[config.mk]
export PLATFORM = sky130hd
export DESIGN_NAME = cordic_unit
export DESIGN_NICKNAME = d
export VERILOG_FILES = /design/src/rtl/cordic_unit.sv
export SDC_FILE = /design/constraint.sdc
export NUM_CORES = 1
export LEC_CHECK = 0
export ABC_CLOCK_PERIOD_IN_PS = 6300
export CAP_MARGIN = 20
export CORE_AREA = 4 4 141 143
export CTS_BUF_LIST = sky130_fd_sc_hd__clkbuf_4 sky130_fd_sc_hd__clkbuf_8
export DETAILED_ROUTE_END_ITERATION = 8
export DIE_AREA = 0 0 145 147
export PLACE_DENSITY = 0.77
export SETUP_SLACK_MARGIN = 0.02
export SYNTH_ARGS = -nofsm -noshare
export SYNTH_HDL_FRONTEND = slang
export SYNTH_SLANG_ARGS = --single-unit
[constraint.sdc]
create_clock -name Clk -period 6.3 [get_ports Clk]
set_clock_uncertainty 0.05 [all_clocks]
set_input_delay 1.26 -clock Clk [delete_from_list [all_inputs] [get_ports Clk]]
set_output_delay 1.26 -clock Clk [all_outputs]
set_load 0.02 [all_outputs]
[src/rtl/cordic_unit.sv]
// Iterative CORDIC engine: rotation or vectoring per transaction, valid/ready on both sides.
// Define CORDIC_QUAD_CORRECT_EN to pre-rotate operands by pi at accept for full-circle convergence.
module cordic_unit #(
  parameter int unsigned WIDTH = 16,
  parameter int unsigned ITER  = 16
) (
  input  logic                    Clk,
  input  logic                    Rst,
  input  logic                    in_valid,
  output logic                    in_ready,
  input  logic                    in_mode,
  input  logic signed [WIDTH-1:0] x_in,
  input  logic signed [WIDTH-1:0] y_in,
  input  logic signed [WIDTH-1:0] z_in,
  output logic                    out_valid,
  input  logic                    out_ready,
  output logic signed [WIDTH-1:0] x_out,
  output logic signed [WIDTH-1:0] y_out,
  output logic signed [WIDTH-1:0] z_out,
  output logic                    mode_out
);

  localparam int unsigned XW = WIDTH + 2;
  localparam int unsigned IW = $clog2(ITER);

  function automatic real scale_f();
    real s;
    s = 1.0;
    for (int k = 0; k < int'(WIDTH) - 3; k++) s = s * 2.0;
    return s;
  endfunction

  localparam real Scale = scale_f();
  localparam real Pi    = 3.14159265358979323846;

  // atan(2^-idx) in angle LSBs; Taylor series for idx >= 1 (argument <= 0.5).
  function automatic int atan_lsb(int idx);
    real t, p, s;
    if (idx == 0) begin
      s = Pi / 4.0;
    end else begin
      t = 1.0;
      for (int k = 0; k < idx; k++) t = t / 2.0;
      s = 0.0;
      p = t;
      for (int k = 0; k < 40; k++) begin
        if (k % 2 == 0) s = s + p / real'(2 * k + 1);
        else            s = s - p / real'(2 * k + 1);
        p = p * t * t;
      end
    end
    return $rtoi(s * Scale + 0.5);
  endfunction

  // Symmetric clamp; an in-range -2^(WIDTH-1) passes through unchanged.
  function automatic logic signed [WIDTH-1:0] sat(input logic signed [XW-1:0] v);
    if (v[XW-1:WIDTH-1] == {3{v[XW-1]}}) return v[WIDTH-1:0];
    else if (v[XW-1])                    return {1'b1, {(WIDTH-2){1'b0}}, 1'b1};
    else                                 return {1'b0, {(WIDTH-1){1'b1}}};
  endfunction

  logic signed [WIDTH-1:0] atan_tab [ITER];

  for (genvar g = 0; g < int'(ITER); g++) begin : g_atan
    localparam int AtanVal = atan_lsb(g);
    assign atan_tab[g] = WIDTH'(AtanVal);
  end

  typedef enum logic [1:0] {StIdle, StBusy, StDone} state_e;

  state_e                  state_q, state_d;
  logic [IW-1:0]           iter_q, iter_d;
  logic signed [XW-1:0]    x_q, x_d, y_q, y_d;
  logic signed [WIDTH-1:0] z_q, z_d;
  logic                    mode_q, mode_d;
  logic signed [WIDTH-1:0] x_out_q, x_out_d, y_out_q, y_out_d, z_out_q, z_out_d;
  logic                    in_ready_q, in_ready_d, out_valid_q, out_valid_d;

  logic signed [XW-1:0]    x_init, y_init, x_nxt, y_nxt, x_sh, y_sh;
  logic signed [WIDTH-1:0] z_init, z_nxt;
  logic                    sigma_pos;

`ifdef CORDIC_QUAD_CORRECT_EN
  localparam logic signed [WIDTH-1:0] PiLsb     = WIDTH'($rtoi(Pi * Scale + 0.5));
  localparam logic signed [WIDTH-1:0] HalfPiLsb = WIDTH'($rtoi(Pi / 2.0 * Scale + 0.5));

  always_comb begin
    x_init = {{2{x_in[WIDTH-1]}}, x_in};
    y_init = {{2{y_in[WIDTH-1]}}, y_in};
    z_init = in_mode ? '0 : z_in;
    if (in_mode) begin
      if (x_in < 0) begin
        x_init = -x_init;
        y_init = -y_init;
        z_init = (y_in >= 0) ? PiLsb : -PiLsb;
      end
    end else if (z_in > HalfPiLsb || z_in < -HalfPiLsb) begin
      x_init = -x_init;
      y_init = -y_init;
      z_init = (z_in > 0) ? z_in - PiLsb : z_in + PiLsb;
    end
  end
`else
  always_comb begin
    x_init = {{2{x_in[WIDTH-1]}}, x_in};
    y_init = {{2{y_in[WIDTH-1]}}, y_in};
    z_init = in_mode ? '0 : z_in;
  end
`endif

  always_comb begin
    sigma_pos = mode_q ? y_q[XW-1] : ~z_q[WIDTH-1];
    x_sh      = x_q >>> iter_q;
    y_sh      = y_q >>> iter_q;
    x_nxt     = sigma_pos ? x_q - y_sh : x_q + y_sh;
    y_nxt     = sigma_pos ? y_q + x_sh : y_q - x_sh;
    z_nxt     = sigma_pos ? z_q - atan_tab[iter_q] : z_q + atan_tab[iter_q];
  end

  always_comb begin
    state_d   = state_q;
    iter_d    = iter_q;
    x_d       = x_q;
    y_d       = y_q;
    z_d       = z_q;
    mode_d    = mode_q;
    x_out_d   = x_out_q;
    y_out_d   = y_out_q;
    z_out_d   = z_out_q;
    unique case (state_q)
      StIdle: begin
        if (in_valid) begin
          x_d     = x_init;
          y_d     = y_init;
          z_d     = z_init;
          mode_d  = in_mode;
          iter_d  = '0;
          state_d = StBusy;
        end
      end
      StBusy: begin
        x_d    = x_nxt;
        y_d    = y_nxt;
        z_d    = z_nxt;
        iter_d = iter_q + IW'(1);
        if (iter_q == IW'(ITER - 1)) begin
          iter_d  = '0;
          x_out_d = sat(x_nxt);
          y_out_d = sat(y_nxt);
          z_out_d = z_nxt;
          state_d = StDone;
        end
      end
      StDone: begin
        if (out_ready) state_d = StIdle;
      end
      default: state_d = StIdle;
    endcase
    in_ready_d  = (state_d == StIdle);
    out_valid_d = (state_d == StDone);
  end

  always_ff @(posedge Clk) begin
    if (Rst) begin
      state_q     <= StIdle;
      iter_q      <= '0;
      x_q         <= '0;
      y_q         <= '0;
      z_q         <= '0;
      mode_q      <= 1'b0;
      x_out_q     <= '0;
      y_out_q     <= '0;
      z_out_q     <= '0;
      in_ready_q  <= 1'b1;
      out_valid_q <= 1'b0;
    end else begin
      state_q     <= state_d;
      iter_q      <= iter_d;
      x_q         <= x_d;
      y_q         <= y_d;
      z_q         <= z_d;
      mode_q      <= mode_d;
      x_out_q     <= x_out_d;
      y_out_q     <= y_out_d;
      z_out_q     <= z_out_d;
      in_ready_q  <= in_ready_d;
      out_valid_q <= out_valid_d;
    end
  end

  assign in_ready  = in_ready_q;
  assign out_valid = out_valid_q;
  assign x_out     = x_out_q;
  assign y_out     = y_out_q;
  assign z_out     = z_out_q;
  assign mode_out  = mode_q;

endmodule

==> run_results.csv <==
group,metric,value,unit
status,status,"finished, final reports clean",
die,die_area,21300,µm²
worst_setup_path,reg2reg_setup_slack,0.46,ns
layout,diodes,0,
place,dp_hpwl,22.2,mm
sta,setup_viol,0,
clock_tree,clk_path_buf_depth,2,
power,p_per_area,300,nW/µm²
die,core_area,18600,µm²
worst_setup_path,max_stage_delay,0.63,ns
worst_setup_path,cp-end-kind,"register",
worst_setup_path,crit_type,"register to register",
sta,period_share,92.8,%
logic_synthesis,synth-edff-count,0,
worst_setup_path,reg2reg_from,"iter_q[0]$_SDFFE_PP0P_",
die,die_w,145,µm
logic_synthesis,ys_top_cells_by_area,"dfxtp_1 (22%), ha_1 (7.5%), nor2_1 (6.3%)",
min_path,hold_class,"register to register",
global_route,antenna_found_initial,0,
layout,areaGrowthSynthToFinish,14.4,%
logic_synthesis,synth_cells,1271,
power,p_leak,4.31,nW
worst_setup_path,cp.depth,21,
sta,hold_viol_final,0,
layout,multiInputGateArea,7230,µm²
logic_synthesis,avgSynthCellArea,7.77,µm²
logic_synthesis,synth_cell_types,77,
layout,final_util,60.8,%
logic_synthesis,yosys.area.top_type,"dfxtp_1",
logic_synthesis,synth-main-ff-cell,"dfxtp_1",
sta,slew_headroom,30.8,%
worst_setup_path,crit_end,"x_out[0]$_SDFFE_PP0P_",
logic_synthesis,synth-seq-cells,109,
worst_setup_path,cpMaxStageDelayCell,"o31a_1",
die,ios,104,
worst_setup_path,regToRegEndpoint,"x_out[0]$_SDFFE_PP0P_",
clock_tree,cts_tree,"done",
logic_synthesis,netlist_area,9880,µm²
routing,wl_per_cell,19.1,µm
routing,vias_per_cell,6.34,
layout,nNetsFinal,1443,
global_route,grtUsageTotal,27.4,%
place,pre_cts_slack,0.0890,ns
layout,num-fill-cells,1674,
logic_synthesis,synth_warnings,0,
logic_synthesis,synthMuxAreaShare,11.3,%
clock_tree,cts-buffers-inserted,9,
worst_setup_path,crit_arrival,6.04,ns
sta,drv_slew,0,
layout,seq_area,2190,µm²
logic_synthesis,synth.cells.most_frequent,"nor2_1 (167), nand2_1 (136), dfxtp_1 (109)",
run,max_cap_viol_count,0,
worst_setup_path,crit_required,6.49,ns
global_route,grt_pass1_wl,48.6,mm
logic_synthesis,synth_adder_area_share,8.08,%
logic_synthesis,yosysMostFrequentCell,"nor2_1",
global_route,grt_pass1_vias,9214,
clock_tree,path_clk_slew,0.12,ns
routing,drc,0,
layout,drive_gt1_share,8.93,%
sta,fin_crit,5.84,ns
place,io_buffers,103,
routing,first_iter_violations,985,
sta,timing.final.ws_setup,0.456,ns
clock_tree,cts_sinks,109,
routing,drtAntennaViolNets,0,
place,dp.cells,1546,
layout,final_cells,1567,
logic_synthesis,async_reset_ff_share,0,%
clock_tree,htree_levels,3,
global_route,grt_max_degree,59,
worst_setup_path,crit_chain,"buf_4 > mux4_2 > mux2_2 > a221oi_1 > buf_4 > ha_1 > o2111ai_1 > nor3_1 > a21oi_1 > xnor2_1 > o21ai_0 > ha_1 > and4_1 > a211o_1 > a21oi_1 > o21bai_1 > nor2_1 > o31ai_1 > and3_1 > o31a_1 > a41oi_1",
logic_synthesis,synth_xor_area_share,6.74,%
worst_setup_path,startpoint_type,"register",
logic_synthesis,synth-simple-area-share,23.0,%
worst_setup_path,path_buf_inv,2,
logic_synthesis,synth-compound-area-share,23.7,%
logic_synthesis,seq_area_frac_synth,22.1,%
clock_tree,cts_root_buffer,"clkbuf_8",
sta,fmax,0.171,GHz
clock_tree,postCtsHoldBufs,0,
global_route,grt.overflow.total,0,
routing,routed_wl,30.0,mm
logic_synthesis,synthesis.nets,1386,
worst_setup_path,crit_family,"compound AO/OA/AOI/OAI gates",
logic_synthesis,netlist.area_leader.share,22.1,%
clock_tree,insertion_delay,0.40,ns
die,die_y,147,µm
worst_setup_path,critPathMaxFanout,15,
worst_setup_path,r2r_cells,21,
power,ir_drop,0.170,mV
die,initial_core_util,53.2,%
die,rows,50,
routing,dr_total_vias,9927,
sta,tightest_slew,1.04,ns
logic_synthesis,synth_top_family_by_area,"compound AO/OA/AOI/OAI gates",
worst_setup_path,startpoint,"iter_q[0]$_SDFFE_PP0P_",
routing,drtPass1Iterations,7,
place,globalplace.congestion,0.984,
==> layout by cell type (no fill, tap or decap), types with 13 or more instances in the layout <==
cell             netlist  layout
mux4_2                27      27
nor3b_1               16      16
a311oi_1              21      21
o21ai_0               48      48
inv_1                 28      28
xnor2_1               45      45
a21oi_1               91      91
buf_4                  2      27
nor3_1                48      48
a21o_1                17      17
xor2_1                31      31
clkdlybuf4s50_1        0     102
a211oi_1              57      57
nand2_1              136     136
dfxtp_1              109     107
nand2b_1              15      14
nand3_1               47      47
mux2_2                13      13
nor2_1               167     165
ha_1                  59      59
mux2i_1               32      32
==> cell families (layout without fill, tap and decap cells) <==
group           count (synthesis)  count (layout)
compound gates                343             343
xor+xnor                       76              76
fa+ha+maj                      62              62
buf+inv                       116             178
flops                         109             109
mux                            74              74
simple gates                  491             491
==> through the flow <==
stage	setup TNS (ns)	power (mW)	hold WS, ns	area (µm²)
2_1_floorplan	0	2.41	0.396	9880
3_3_place_gp	0	2.88	0.394	11000
3_5_place_dp	0	2.91	0.401	11000
4_1_cts	0	3.35	0.418	11200
5_1_grt	-0.0275	3.63	0.434	11300
6_report	0	3.39	0.416	11300
==> area by class of cell <==
type	count	share of cell area (%)
clock buffers	11	1.28
multi-input cells	1046	64.0
well taps	234	2.59
flip-flops and latches	109	19.4
clock inverters	5	0.388
repair buffers	132	11.4
inverters	30	0.997
==> state kept, by name, summed over array words and instances, names as in the netlist <==
register / flops
mode_out: 1
iter_q: 4
z_out: 16
y_out: 16
in_ready: 1
x_q: 18
state_q: 2
out_valid: 1
z_q: 16
y_q: 18
x_out: 16
==> per-layer routing <==
layer | part of all wire, % | GRT usage, % | wire, µm
met1 | 46 | 38.9 | 13700
met2 | 45 | 43.6 | 13400
met3 | 6.8 | 3.36 | 2050
met4 | 2.7 | 9.03 | 824
met5 | 0 | 0 | 0
==> tightest hold or removal path, cell delays in order (launching register included) <==
cell and delay (ns):
dfxtp_1 0.33, nand2_1 0.05, a21oi_1 0.05
==> timing repair <==
action / CTS / global route
resized for setup: 0 / 6
setup endpoints to repair: 0 / 32
setup buffers: 0 / 5
==> power breakdown <==
group,leakage (nW),internal [mW],switching (mW),total [mW]
clock network,0.0911,0.164,0.273,0.436
logic,3.33,0.863,1.26,2.13
registers,0.893,0.741,0.0880,0.829
total,4.31,1.77,1.62,3.39
==> how the worst min path moves through the flow <==
stage	depth (start not counted)	to	startpoint	slack (ns)
2_1_floorplan	2	z_q[0]$_SDFFE_PP0P_	z_q[0]$_SDFFE_PP0P_	0.40
3_3_place_gp	2	z_out[4]$_SDFFE_PP0P_	z_out[4]$_SDFFE_PP0P_	0.39
3_5_place_dp	2	z_out[6]$_SDFFE_PP0P_	z_out[6]$_SDFFE_PP0P_	0.40
4_1_cts	2	z_out[6]$_SDFFE_PP0P_	z_out[6]$_SDFFE_PP0P_	0.42
5_1_grt	2	z_out[13]$_SDFFE_PP0P_	z_out[13]$_SDFFE_PP0P_	0.43
6_report	2	z_out[6]$_SDFFE_PP0P_	z_out[6]$_SDFFE_PP0P_	0.42
Power figures use the tool's default switching activity.
